===== config.mk =====
export PLATFORM = sky130hd
export DESIGN_NAME = m_cp0
export DESIGN_NICKNAME = d
export VERILOG_FILES = /design/src/rtl/m_cp0.sv
export SDC_FILE = /design/constraint.sdc
export NUM_CORES = 1
export LEC_CHECK = 0
export ABC_AREA = 1
export CAP_MARGIN = 20
export CELL_PAD_IN_SITES_DETAIL_PLACEMENT = 2
export CELL_PAD_IN_SITES_GLOBAL_PLACEMENT = 2
export CORE_ASPECT_RATIO = 0.6
export CORE_MARGIN = 2
export CORE_UTILIZATION = 23
export CTS_CLUSTER_DIAMETER = 100
export CTS_CLUSTER_SIZE = 16
export DETAILED_ROUTE_END_ITERATION = 10
export PLACE_DENSITY = 0.8
export SYNTH_ARGS = -nofsm -noshare
export SYNTH_HDL_FRONTEND = slang
export SYNTH_SLANG_ARGS = --single-unit

===== constraint.sdc =====
create_clock -name clk -period 2 [get_ports clk]
set_input_delay 0.3 -clock clk [delete_from_list [all_inputs] [get_ports clk]]
set_output_delay 0.3 -clock clk [all_outputs]
set_load 0.01 [all_outputs]

===== src/rtl/m_cp0.sv =====
// Coprocessor-0 for the M stage: raises exception/interrupt requests, captures
// the victim state, and exposes SR/Cause/EPC/PRId through mfc0/mtc0.
module m_cp0 #(
  parameter logic [31:0] PRID_VAL  = 32'h0000_4180,
  parameter logic [5:0]  SR_IM_RST = 6'b000000
) (
  input  logic        clk,
  input  logic        reset,
  input  logic        en,
  input  logic [4:0]  CP0Add,
  input  logic [31:0] CP0In,
  output logic [31:0] CP0Out,
  input  logic [31:0] VPC,
  input  logic        BDIn,
  input  logic [4:0]  ExcCodeIn,
  input  logic [5:0]  HWInt,
  input  logic        EXLClr,
  output logic [31:0] EPCOut,
  output logic        Req
);

  localparam logic [4:0] ADDR_SR    = 5'd12;
  localparam logic [4:0] ADDR_CAUSE = 5'd13;
  localparam logic [4:0] ADDR_EPC   = 5'd14;
  localparam logic [4:0] ADDR_PRID  = 5'd15;

  logic [5:0]  im_reg;
  logic        exl_reg;
  logic        ie_reg;
  logic        bd_reg;
  logic [5:0]  ip_reg;
  logic [4:0]  exc_code_reg;
  logic [31:0] epc_reg;

  logic [5:0]  int_pend;
  logic        int_req;
  logic        exc_req;
  logic        wr_sr;
  logic        wr_epc;
  logic [31:0] epc_wr_val;
  logic [31:0] epc_entry;

  genvar gi;
  generate
    for (gi = 0; gi < 6; gi++) begin : g_int_pend
      assign int_pend[gi] = HWInt[gi] & im_reg[gi];
    end
  endgenerate

  // EXL masks both sources, so nothing nests while a handler is running.
  assign int_req = (|int_pend) & ie_reg & ~exl_reg;
  assign exc_req = (ExcCodeIn != 5'd0) & ~exl_reg;
  assign Req     = int_req | exc_req;

  assign wr_sr      = en & ~Req & (CP0Add == ADDR_SR);
  assign wr_epc     = en & ~Req & (CP0Add == ADDR_EPC);
  assign epc_wr_val = CP0In & 32'hFFFF_FFFC;
  assign epc_entry  = (BDIn ? (VPC - 32'd4) : VPC) & 32'hFFFF_FFFC;

  // Forward an in-flight EPC write so a following eret needs no stall.
  assign EPCOut = wr_epc ? epc_wr_val : epc_reg;

  always_comb begin
    CP0Out = 32'd0;
    case (CP0Add)
      ADDR_SR:    CP0Out = {16'd0, im_reg, 8'd0, exl_reg, ie_reg};
      ADDR_CAUSE: CP0Out = {bd_reg, 15'd0, ip_reg, 3'd0, exc_code_reg, 2'd0};
      ADDR_EPC:   CP0Out = epc_reg;
      ADDR_PRID:  CP0Out = PRID_VAL;
      default:    CP0Out = 32'd0;
    endcase
  end

  always_ff @(posedge clk or negedge reset) begin
    if (!reset) begin
      im_reg       <= SR_IM_RST;
      exl_reg      <= 1'b0;
      ie_reg       <= 1'b0;
      bd_reg       <= 1'b0;
      ip_reg       <= 6'd0;
      exc_code_reg <= 5'd0;
      epc_reg      <= 32'd0;
    end else begin
      ip_reg <= HWInt;
      if (Req) begin
        exl_reg      <= 1'b1;
        exc_code_reg <= int_req ? 5'd0 : ExcCodeIn;
        bd_reg       <= BDIn;
        epc_reg      <= epc_entry;
      end else begin
        // An eret in the same cycle as an SR write still clears EXL.
        if (wr_sr) begin
          im_reg  <= CP0In[15:10];
          ie_reg  <= CP0In[0];
          exl_reg <= CP0In[1] & ~EXLClr;
        end else if (EXLClr) begin
          exl_reg <= 1'b0;
        end
        if (wr_epc) begin
          epc_reg <= epc_wr_val;
        end
      end
    end
  end

endmodule

==> results of run 1 <==
## kinds of logic after synthesis
group           Yosys count  share of synthesized area
buf+inv                 133                      0.137
simple gates            387                      0.444
fa+ha+maj                 1                    0.00315
compound gates           44                     0.0637
flops                    52                      0.328
xor+xnor                 11                     0.0243
## cell usage after synthesis, drive strengths merged
| cell | number | area share |
|---|---|---|
| nor2 | 76 | 0.076 |
| nand3b | 3 | 0.0057 |
| o21ai | 32 | 0.040 |
| o211ai | 5 | 0.0095 |
| xnor2 | 7 | 0.015 |
| ha | 1 | 0.0032 |
| clkbuf | 11 | 0.010 |
| a21oi | 4 | 0.0079 |
| dfrtp | 52 | 0.33 |
| nand3 | 49 | 0.067 |
| inv | 108 | 0.10 |
| nor3 | 2 | 0.0054 |
| and3 | 1 | 0.0016 |
| nand4 | 39 | 0.063 |
| and2 | 31 | 0.049 |
| xor2 | 4 | 0.0088 |
| nand2 | 186 | 0.18 |
| a41oi | 1 | 0.0022 |
| o22ai | 1 | 0.0016 |
| o2111ai | 1 | 0.0022 |
| buf | 14 | 0.025 |
## power by group
part	internal, µW	switching [µW]	total, µW
combinational	2420	3060	5480
sequential	1470	256	1730
clock	727	533	1260
## worst paths after layout
| path | startpoint | to | slack [ns] | depth (start not counted) |
|---|---|---|---|---|
| setup reg to reg | im_reg[2] | epc_reg[16] | -0.42 | 16 |
| max in group asynchronous | reset | epc_reg[20] | 1.37 | 2 |
| setup / recovery | im_reg[2] | EPCOut[19] | -0.51 | 11 |
| hold / removal | reset | im_reg[4] | 0.14 | 2 |
| min in group clk | HWInt[5] | ip_reg[5] | 0.19 | 1 |
| hold reg to reg | exc_code_reg[3] | exc_code_reg[3] | 0.57 | 2 |
## metal layers
layer / vias up / global-route usage
met4: 0 / 0.0876
met3: 70 / 0.0696
met2: 322 / 0.547
li1: 2556 / -
met5: - / 0
met1: 3062 / 0.414
## cell type report
type,instances,area (µm²)
fillers,1971,9390
repair buffers,317,2940
multi-input cells,443,2510
flip-flops and latches,52,1300
inverters,108,410
well taps,234,293
clock buffers,5,125
clock inverters,3,68.8
diodes,1,2.50
## per-stage QoR
stage               hold WS (ns)  cell area, µm²  setup TNS, ns
finish                     0.136            7650         -15.80
global route               0.193            7650         -17.47
CTS                        0.168            7530         -10.86
detailed placement         0.487            6490         -45.89
global placement           0.460            6490         -36.00
floorplan                0.00441            3970              0
## repair_timing
action,CTS,global route
buffers inserted,67,14
pin swaps,35,35
cloned,8,1
resized for setup,271,116
setup endpoints to repair,76,95
==> impl_metrics.xml, run 1 <==
<?xml version="1.0" encoding="UTF-8"?>
<metrics>
  <group name="run_status">
    <metric name="outcome" unit="">finished with violations</metric>
    <metric name="failing_checks" unit="">setup timing</metric>
  </group>
  <group name="timing">
    <metric name="fmax" unit="MHz">398</metric>
    <metric name="setup_viol" unit="">55</metric>
    <metric name="max_slew_margin_vs_limit" unit="">0.495</metric>
    <metric name="rsz0062_at_grt" unit="">yes</metric>
    <metric name="timing.final.hold_violations" unit="">0</metric>
    <metric name="transition_time_of_the_tightest_slew_check_pin" unit="ns">0.758</metric>
    <metric name="final.min_clock_period" unit="ns">2.51</metric>
    <metric name="fin_ws" unit="ns">-0.512</metric>
    <metric name="finalClockSkew" unit="ns">0.0112</metric>
    <metric name="min_period_over_period" unit="">1.26</metric>
    <metric name="finalMaxSlewViolations" unit="">0</metric>
  </group>
  <group name="die">
    <metric name="io_pins" unit="">150</metric>
    <metric name="fp.dieArea" unit="µm²">18400</metric>
    <metric name="placement_rows" unit="">37</metric>
    <metric name="die_y" unit="µm">106</metric>
    <metric name="core_area" unit="µm²">17000</metric>
    <metric name="initial_core_util" unit="">0.233</metric>
    <metric name="die_width" unit="µm">174</metric>
  </group>
  <group name="worst_setup_path">
    <metric name="timing.critical_path.max_delay_family" unit="">simple AND/OR/NAND/NOR gates</metric>
    <metric name="critPathBufInv" unit="">3</metric>
    <metric name="setup.worst_path.start_class" unit="">flop</metric>
    <metric name="worst_ep_required_time" unit="ns">1.70</metric>
    <metric name="critical_path.cell_chain" unit="">nand2_2, nand2_2, nor2_2, nand2_2, nand2_2, nand4_4, buf_4, buf_12, nand2_2, and2_4, clkdlybuf4s15_2</metric>
    <metric name="critPathMostFrequentCell" unit="">sky130_fd_sc_hd__nand2_2</metric>
    <metric name="setup.worst_path.end_class" unit="">output port</metric>
    <metric name="cp_max_fo" unit="">8</metric>
    <metric name="crit_path_max_incr_delay" unit="ns">0.45</metric>
    <metric name="cpMaxStageDelayCell" unit="">sky130_fd_sc_hd__dfrtp_1</metric>
    <metric name="criticalPathCategory" unit="">flop to output port</metric>
    <metric name="arrival" unit="ns">2.21</metric>
  </group>
  <group name="drt">
    <metric name="route.final.wire_length" unit="µm">31500</metric>
    <metric name="detailroute.wirelength.met2" unit="µm">14800</metric>
    <metric name="wirelength_per_cell" unit="µm">27.1</metric>
    <metric name="num_vias" unit="">6010</metric>
    <metric name="detail_route.vias_per_cell" unit="">5.17</metric>
    <metric name="routed-wl-met3" unit="µm">2190</metric>
    <metric name="detail_route.iter0.violations" unit="">432</metric>
    <metric name="drt_drc_violations_left" unit="">0</metric>
    <metric name="topRoutingLayerUsed" unit="">met4</metric>
    <metric name="wl_met1" unit="µm">13500</metric>
    <metric name="ant_nets" unit="">0</metric>
    <metric name="1st_pass_router_iterations" unit="">5</metric>
  </group>
  <group name="final_layout">
    <metric name="layout_commonest_cell" unit="">sky130_fd_sc_hd__nand2_1</metric>
    <metric name="area.growth.synth_to_final" unit="%">92.7</metric>
    <metric name="largest_register_ff_count" unit="">32</metric>
    <metric name="drive_above_1_share" unit="">0.357</metric>
    <metric name="finish.utilization" unit="">0.449</metric>
    <metric name="final_net_count" unit="">1013</metric>
    <metric name="final_cell_mix" unit="">sky130_fd_sc_hd__nand2_1 (147), sky130_fd_sc_hd__buf_4 (140), sky130_fd_sc_hd__inv_1 (98)</metric>
    <metric name="finish.cell_count_without_fillers" unit="">1163</metric>
  </group>
  <group name="global_routing">
    <metric name="antenna_found_initial" unit="">0</metric>
    <metric name="maximum_number_of_pins_on_one_net_before_global_route_repair" unit="">53</metric>
    <metric name="global_route.usage.total" unit="">0.322</metric>
    <metric name="overflow" unit="">0</metric>
    <metric name="global_route_wire_length_before_repair" unit="µm">44100</metric>
    <metric name="vias_in_the_first_global_route" unit="">6715</metric>
  </group>
  <group name="power_and_ir_drop">
    <metric name="static-leakage-power" unit="µW">0.00410</metric>
    <metric name="worst_ir_drop_vdd" unit="V">0.000491</metric>
    <metric name="power_density_of_the_placed_cells" unit="nW/µm²">1110</metric>
    <metric name="post-layout-total-power" unit="µW">8460</metric>
  </group>
  <group name="clock_tree">
    <metric name="sink_count_of_the_clock_tree" unit="">52</metric>
    <metric name="cts-buffers-inserted" unit="">5</metric>
    <metric name="post_cts_clock_slew_at_the_launch_and_capture_registers_of_the_worst_setup_and_hold_paths" unit="ns">0.09</metric>
    <metric name="clockBufferDepth" unit="">2</metric>
    <metric name="cts_hold_buffers" unit="">0</metric>
    <metric name="cts.htree.levels" unit="">2</metric>
    <metric name="worst_skew_pair_later_pin_latency" unit="ns">0.32</metric>
    <metric name="cell_chosen_for_the_clock_root" unit="">sky130_fd_sc_hd__clkbuf_16</metric>
    <metric name="cts_tree" unit="">done</metric>
  </group>
  <group name="placed_design">
    <metric name="place_inst" unit="">1097</metric>
    <metric name="buffer_ports.inserted" unit="">147</metric>
    <metric name="detailedPlacementHpwl" unit="µm">17200</metric>
    <metric name="dp_slack" unit="ns">-0.790</metric>
    <metric name="gp_congestion" unit="">0.894</metric>
  </group>
  <group name="synth">
    <metric name="synth_nets" unit="">714</metric>
    <metric name="synth.ff_latch_count" unit="">52</metric>
    <metric name="syn_area_cell" unit="µm²">6.32</metric>
    <metric name="synth_sequential_area_ratio" unit="">0.328</metric>
    <metric name="post_synth_inst_count" unit="">628</metric>
    <metric name="synthDistinctLibCells" unit="">33</metric>
    <metric name="netlist_area" unit="µm²">3970</metric>
    <metric name="synth-warning-count" unit="">0</metric>
  </group>
  <group name="flow_run">
    <metric name="cap_violations" unit="">0</metric>
  </group>
  <group name="hold_path">
    <metric name="worstHoldPathType" unit="">input port to asynchronous set/reset pin</metric>
  </group>
</metrics>
Note: power is estimated with default switching activity, not from simulation.
==> run 2, diff against run 1 <==
--- a/config.mk
+++ b/config.mk
@@ -13,8 +13,9 @@
 export CORE_MARGIN = 2
 export CORE_UTILIZATION = 23
 export CTS_CLUSTER_DIAMETER = 100
-export CTS_CLUSTER_SIZE = 16
+export CTS_CLUSTER_SIZE = 25
 export DETAILED_ROUTE_END_ITERATION = 10
+export GPL_ROUTABILITY_DRIVEN = 0
 export PLACE_DENSITY = 0.8
 export SYNTH_ARGS = -nofsm -noshare
 export SYNTH_HDL_FRONTEND = slang
==> run 2 against run 1 <==
- final cell count fell by 0.17%
- core utilization up 0.43 points
- the flow finishes with violations (hold timing, setup timing)
- hold slack got worse by 0.15 ns
- global-route usage decreased by 3.7 points
==> impl_metrics.xml, run 2 (synthesized netlist as in run 1, its figures left out) <==
<?xml version="1.0" encoding="UTF-8"?>
<metrics>
  <group name="global_routing">
    <metric name="vias_in_the_first_global_route" unit="">6433</metric>
    <metric name="overflow" unit="">0</metric>
    <metric name="global_route_wire_length_before_repair" unit="µm">39500</metric>
    <metric name="global_route.usage.total" unit="">0.285</metric>
    <metric name="antenna_found_initial" unit="">1</metric>
    <metric name="maximum_number_of_pins_on_one_net_before_global_route_repair" unit="">53</metric>
  </group>
  <group name="timing">
    <metric name="finalHoldWorstSlack" unit="ns">-0.0110</metric>
    <metric name="rsz0062_at_grt" unit="">yes</metric>
    <metric name="transition_time_of_the_tightest_slew_check_pin" unit="ns">0.339</metric>
    <metric name="min_period_over_period" unit="">1.24</metric>
    <metric name="setup_viol" unit="">48</metric>
    <metric name="fmax" unit="MHz">404</metric>
    <metric name="max_slew_margin_vs_limit" unit="">0.772</metric>
    <metric name="finalMaxSlewViolations" unit="">0</metric>
    <metric name="timing.final.hold_violations" unit="">2</metric>
    <metric name="fin_ws" unit="ns">-0.476</metric>
    <metric name="final.min_clock_period" unit="ns">2.48</metric>
    <metric name="finalClockSkew" unit="ns">0.0122</metric>
  </group>
  <group name="drt">
    <metric name="drt_drc_violations_left" unit="">0</metric>
    <metric name="ant_nets" unit="">0</metric>
    <metric name="route.final.wire_length" unit="µm">28800</metric>
    <metric name="detail_route.iter0.violations" unit="">289</metric>
    <metric name="1st_pass_router_iterations" unit="">4</metric>
    <metric name="num_vias" unit="">5673</metric>
    <metric name="wirelength_per_cell" unit="µm">24.8</metric>
    <metric name="detail_route.vias_per_cell" unit="">4.89</metric>
  </group>
  <group name="placed_design">
    <metric name="detailedPlacementHpwl" unit="µm">17500</metric>
    <metric name="dpl-instance-area" unit="µm²">6470</metric>
    <metric name="buffer_ports.inserted" unit="">147</metric>
  </group>
  <group name="worst_setup_path">
    <metric name="crit_path_max_incr_delay" unit="ns">0.41</metric>
    <metric name="arrival" unit="ns">2.18</metric>
    <metric name="setup.worst_path.start_class" unit="">input port</metric>
    <metric name="cpMaxStageDelayCell" unit="">sky130_fd_sc_hd__clkdlybuf4s50_1</metric>
    <metric name="critical_path.cell_chain" unit="">clkdlybuf4s50_1, inv_1, nand3_1, nand2_2, inv_2, a21oi_4, buf_12, buf_16, buf_6, nand4_1, and2_1, buf_2</metric>
    <metric name="cp_max_fo" unit="">6</metric>
    <metric name="criticalPathCategory" unit="">input port to output port</metric>
    <metric name="worst_setup_path_endpoint" unit="">EPCOut[23]</metric>
    <metric name="worst_ep_required_time" unit="ns">1.70</metric>
    <metric name="crit-reg2reg-launch" unit="">im_reg[5]</metric>
    <metric name="setup.reg_to_reg.worst_slack" unit="ns">-0.11</metric>
    <metric name="reg2reg_path_depth" unit="">13</metric>
    <metric name="crit-reg2reg-capture" unit="">exl_reg</metric>
    <metric name="setup.worst_path.end_class" unit="">output port</metric>
    <metric name="setup.worst_path.start" unit="">ExcCodeIn[4]</metric>
  </group>
  <group name="die">
    <metric name="placement_rows" unit="">37</metric>
    <metric name="fp.dieArea" unit="µm²">18400</metric>
    <metric name="die_y" unit="µm">106</metric>
    <metric name="core_area" unit="µm²">17000</metric>
    <metric name="io_pins" unit="">150</metric>
    <metric name="initial_core_util" unit="">0.233</metric>
    <metric name="die_width" unit="µm">174</metric>
  </group>
  <group name="clock_tree">
    <metric name="cts-buffers-inserted" unit="">5</metric>
    <metric name="worst_skew_pair_later_pin_latency" unit="ns">0.30</metric>
    <metric name="cts.htree.levels" unit="">2</metric>
    <metric name="cts_tree" unit="">done</metric>
    <metric name="sink_count_of_the_clock_tree" unit="">52</metric>
    <metric name="cell_chosen_for_the_clock_root" unit="">sky130_fd_sc_hd__clkbuf_16</metric>
    <metric name="post_cts_clock_slew_at_the_launch_and_capture_registers_of_the_worst_setup_and_hold_paths" unit="ns">0.08</metric>
    <metric name="clockBufferDepth" unit="">2</metric>
  </group>
  <group name="hold_path">
    <metric name="worstHoldPathType" unit="">input port to asynchronous set/reset pin</metric>
  </group>
  <group name="final_layout">
    <metric name="layout_commonest_cell" unit="">sky130_fd_sc_hd__nand2_1</metric>
    <metric name="summed_area_of_non_filler_cells_in_the_final_layout" unit="µm²">7720</metric>
    <metric name="drive_above_1_share" unit="">0.356</metric>
    <metric name="area.growth.synth_to_final" unit="%">94.5</metric>
    <metric name="final_cell_mix" unit="">sky130_fd_sc_hd__nand2_1 (141), sky130_fd_sc_hd__buf_4 (128), sky130_fd_sc_hd__inv_1 (98)</metric>
    <metric name="finish.utilization" unit="">0.453</metric>
    <metric name="largest_register_ff_count" unit="">32</metric>
    <metric name="final_net_count" unit="">1011</metric>
  </group>
  <group name="flow_run">
    <metric name="cap_violations" unit="">0</metric>
  </group>
  <group name="power_and_ir_drop">
    <metric name="worst_ir_drop_vdd" unit="V">0.000361</metric>
    <metric name="post-layout-total-power" unit="µW">8310</metric>
    <metric name="static-leakage-power" unit="µW">0.00412</metric>
    <metric name="power_density_of_the_placed_cells" unit="nW/µm²">1080</metric>
  </group>
  <group name="run_status">
    <metric name="outcome" unit="">finished with violations</metric>
    <metric name="failing_checks" unit="">hold timing, setup timing</metric>
  </group>
</metrics>
run 2: layout make-up:
class                      count  area, µm²
multi-input combinational    443       2570
timing repair buffer         315       3000
tap                          234        293
sequential                    52       1300
fill                        1946       9320
inverter                     108        413
clock buffer                   7        133
clock inverter                 1       8.76
antenna                        1       2.50
run 2: how the worst min path moves through the flow:
stage          slack, ns  cells past startpoint  start              end
2_1_floorplan      0.004                      0  reset           bd_reg
6_report           -0.01                      2  reset       epc_reg[2]
5_1_grt             0.03                      2  reset       epc_reg[2]
4_1_cts             0.02                      2  reset  exc_code_reg[4]
3_3_place_gp        0.33                      2  reset  exc_code_reg[4]
3_5_place_dp        0.33                      2  reset  exc_code_reg[4]
run 2: metrics by stage:
stage	cells	worst slack, ns	setup TNS (ns)
detailed placement	1091	-0.764	-46.76
global route	1160	-0.557	-16.69
finish	1161	-0.476	-13.10
global placement	1091	-0.651	-37.20
CTS	1158	-0.391	-9.29
floorplan	628	0.353	0
run 2: power by group:
part           total [µW]  internal [µW]  leakage [µW]  switching, µW
Clock                 908            471     0.0000681            438
Combinational        5700           2680       0.00342           3020
Sequential           1710           1470      0.000635            238
run 2: worst max-delay path: cells and delay by family:
| family | cells | cell delay (ns) |
|---|---|---|
| AO/OA/AOI/OAI | 1 | 0.16 |
| buffers and inverters | 7 | 1.13 |
| AND/OR/NAND/NOR | 4 | 0.57 |
run 2: metal layers:
layer  track usage  wire, µm
met3        0.0501      1980
met2         0.507     14300
met1         0.365     12000
met4        0.0558       529
met5             0         0
run 2: repair_timing:
item | in CTS | in global routing
hold buffers | 0 | 0
setup buffers | 60 | 27
endpoints found under the setup margin | 82 | 89
resized for setup | 233 | 168
pin swaps | 18 | 33
cloned | 7 | 0
==> variant: new RTL, config.mk and constraints of run 1 <==
Make the reset (`reset`) synchronous in one clocked block.
--- a/src/rtl/m_cp0.sv
+++ b/src/rtl/m_cp0.sv
@@ -73,3 +73,3 @@
 
-  always_ff @(posedge clk or negedge reset) begin
+  always_ff @(posedge clk) begin
     if (!reset) begin
Function: differs if reset is asserted again (counterexample within 4 cycles, from zero or initial values and one cycle with reset low); with reset held inactive, the same outputs for 4 cycles.
==> variant against run 1 <==
The run still ends with setup timing left; worst hold slack improved by 0.15 ns; register-to-register slack improved by 0.26 ns; area after synthesis rose by 0.44%; sequential cell count did not move; clock skew rose by 0.014 ns; fmax rose by 9.0%; routed wire length fell by 10%; global-route usage fell by 3.9 points; cell area fell by 0.21%; worst setup slack improved by 0.21 ns; die area rose by 0.43%; count of clock-buffer cells in the layout did not move.
Power is not compared: it rests on default switching activity, and its combinational part moved more than twofold at a synthesized area within 25%.
==> variant: results (changes against run 1) <==
* Max reg flops at 32 (unchanged)
* Final TNS setup at -7.031 ns (+8.774 ns)
* Detailed placement HPWL at 16.73 mm (-2.7%)
* GRT Util Overall at 28.28% (-3.9 points)
* Synth cell types at 42 (+27%)
* DR WL/cell at 24.21 um (-11%)
* Delay of the slowest cell on the worst path at 0.34 ns (-0.11 ns)
* Worst-path maximum fanout at 5 (-3)
* Ranking of synthesized cells by area: dfxtp_1, nand2_1, inv_1, nand3_1, nor2_1
* Fin Hold WS at 0.2816 ns (+0.1459 ns)
* Setup violators final at 33 (-40%)
* Largest net degree at the start of global routing at 31 (-42%)
* Max H-tree Level at 2 (unchanged)
* N_diodes at 0 (-1)
* Slew @ Worst Pin at 0.3932 ns (-0.3645 ns)
* Path depth of the worst reg2reg path at 16 (unchanged)
* First-pass DRT Iterations at 5 (unchanged)
* Mapped Nets at 728 (+2.0%)
* Sequential-to-total area share from yosys stat at 26.11% (-6.7 points)
* Cell Count Post-Placement at 1104 (+0.64%)
* CP endpoint: EPCOut[17]
* Fillcell total at 1982 (+0.56%)
* Hold EP: ip_reg[0]$_SDFF_PN0_
* Hold Crit Depth at 3
* Antenna violations before repair at 0 (unchanged)
* Post-DP Area at 0.006447 mm2 (-0.64%)
* Final Skew at 0.02480 ns (+0.01362 ns)
* Synth warnings at 0 (unchanged)
* Synth cell count leaders: nand2_1, inv_1, nor2_1
* Run status: finished with violations
* Vias in the first global route at 6376 (-5.0%)
* Failing checks: setup timing
* CP Class: flop to primary output
* Worst skew pair latency at 0.33 ns
* Dpl ws at -0.7490 ns (+0.04141 ns)
* Launch point of the worst reg-to-reg path: im_reg[5]$_SDFFE_PN0P_
* Peak supply drop at ~300 uV
* Nets@finish at 1017 (+0.39%)
* Worst Hold Launch: HWInt[0]
* Crit path arrival time at 2.00 ns (-0.21 ns)
* Final GP Congestion at 0.8497 (-4.9%)
* Syn avg cell area at 6.211 um2 (-1.7%)
* Reg clk slew, reported paths at around 0.08 ns
* Initial DRC count at 259 (-40%)
* Via/cell ratio at 4.927 (-4.7%)
* Routed WL at 28.23 mm (-10%)
* HP Class: input port to flop
* CP max stage cell: dfxtp_2
* FF-to-FF setup slack at -0.16 ns (+0.26 ns)
* Async S/R FF share, synth at 0% (-100 points)
* First-pass GRT wire length at 39.37 mm (-11%)
* Layout cell share with drive strength beyond 1 at 36.16% (+0.49 points)
* RR Endpoint: epc_reg[6]$_SDFF_PN0_
* Setup ws final at -0.3033 ns (+0.2083 ns)
* Root buffer cell: clkbuf_16
-- variant: cell families after synthesis --
group | count (synthesis) | synth area share (%)
adder cells (fa/ha/maj) | 1 | 0.3137
XOR/XNOR | 10 | 2.385
buffers and inverters | 141 | 15.63
AND/OR/NAND/NOR | 401 | 49.95
flip-flops | 52 | 26.11
AO/OA/AOI/OAI | 37 | 5.616
-- variant: worst max-delay path: cells and delay by family, from the launching register on --
family | cells | cell delay (ns)
and+or+nand+nor | 6 | 0.66
buffers and inverters | 4 | 0.54
DFF | 1 | 0.34
AOI/OAI and AO/OA | 1 | 0.15
-- variant: layer usage --
metal | wire (um) | global-route usage (%) | up-vias
met5 | 0 | 0 | -
met4 | 959 | 8.824 | 0
met3 | 1578 | 6.116 | 69
met2 | 13730 | 50.94 | 214
met1 | 11960 | 33.70 | 2880
li1 | - | - | 2582
-- variant: report_power, final --
| group | leakage [nW] | switching (mW) | internal [mW] |
|---|---|---|---|
| sequential | 0.430 | 0.0384 | 1.11 |
| combinational | 3.41 | 0.719 | 0.691 |
| clock | 0.0742 | 0.511 | 0.473 |
-- variant: cell type report --
cell class | count | area (um2) | share of cell area, %
tap | 234 | 292.8 | 3.836
clock inverter | 3 | 22.52 | 0.2951
clock buffer | 5 | 125.1 | 1.639
inverter | 118 | 457.9 | 6.000
sequential | 52 | 1046 | 13.70
timing repair buffer | 305 | 2974 | 38.97
multi-input combinational | 449 | 2714 | 35.56
-- variant: what timing repair did --
item,4_1_cts,5_1_grt
setup endpoints to repair,70,56
cloned,5,2
resized for setup,299,82
buffers inserted,31,26
endpoints found under the hold margin,0,0
hold buffers,0,0
pin swaps,28,28
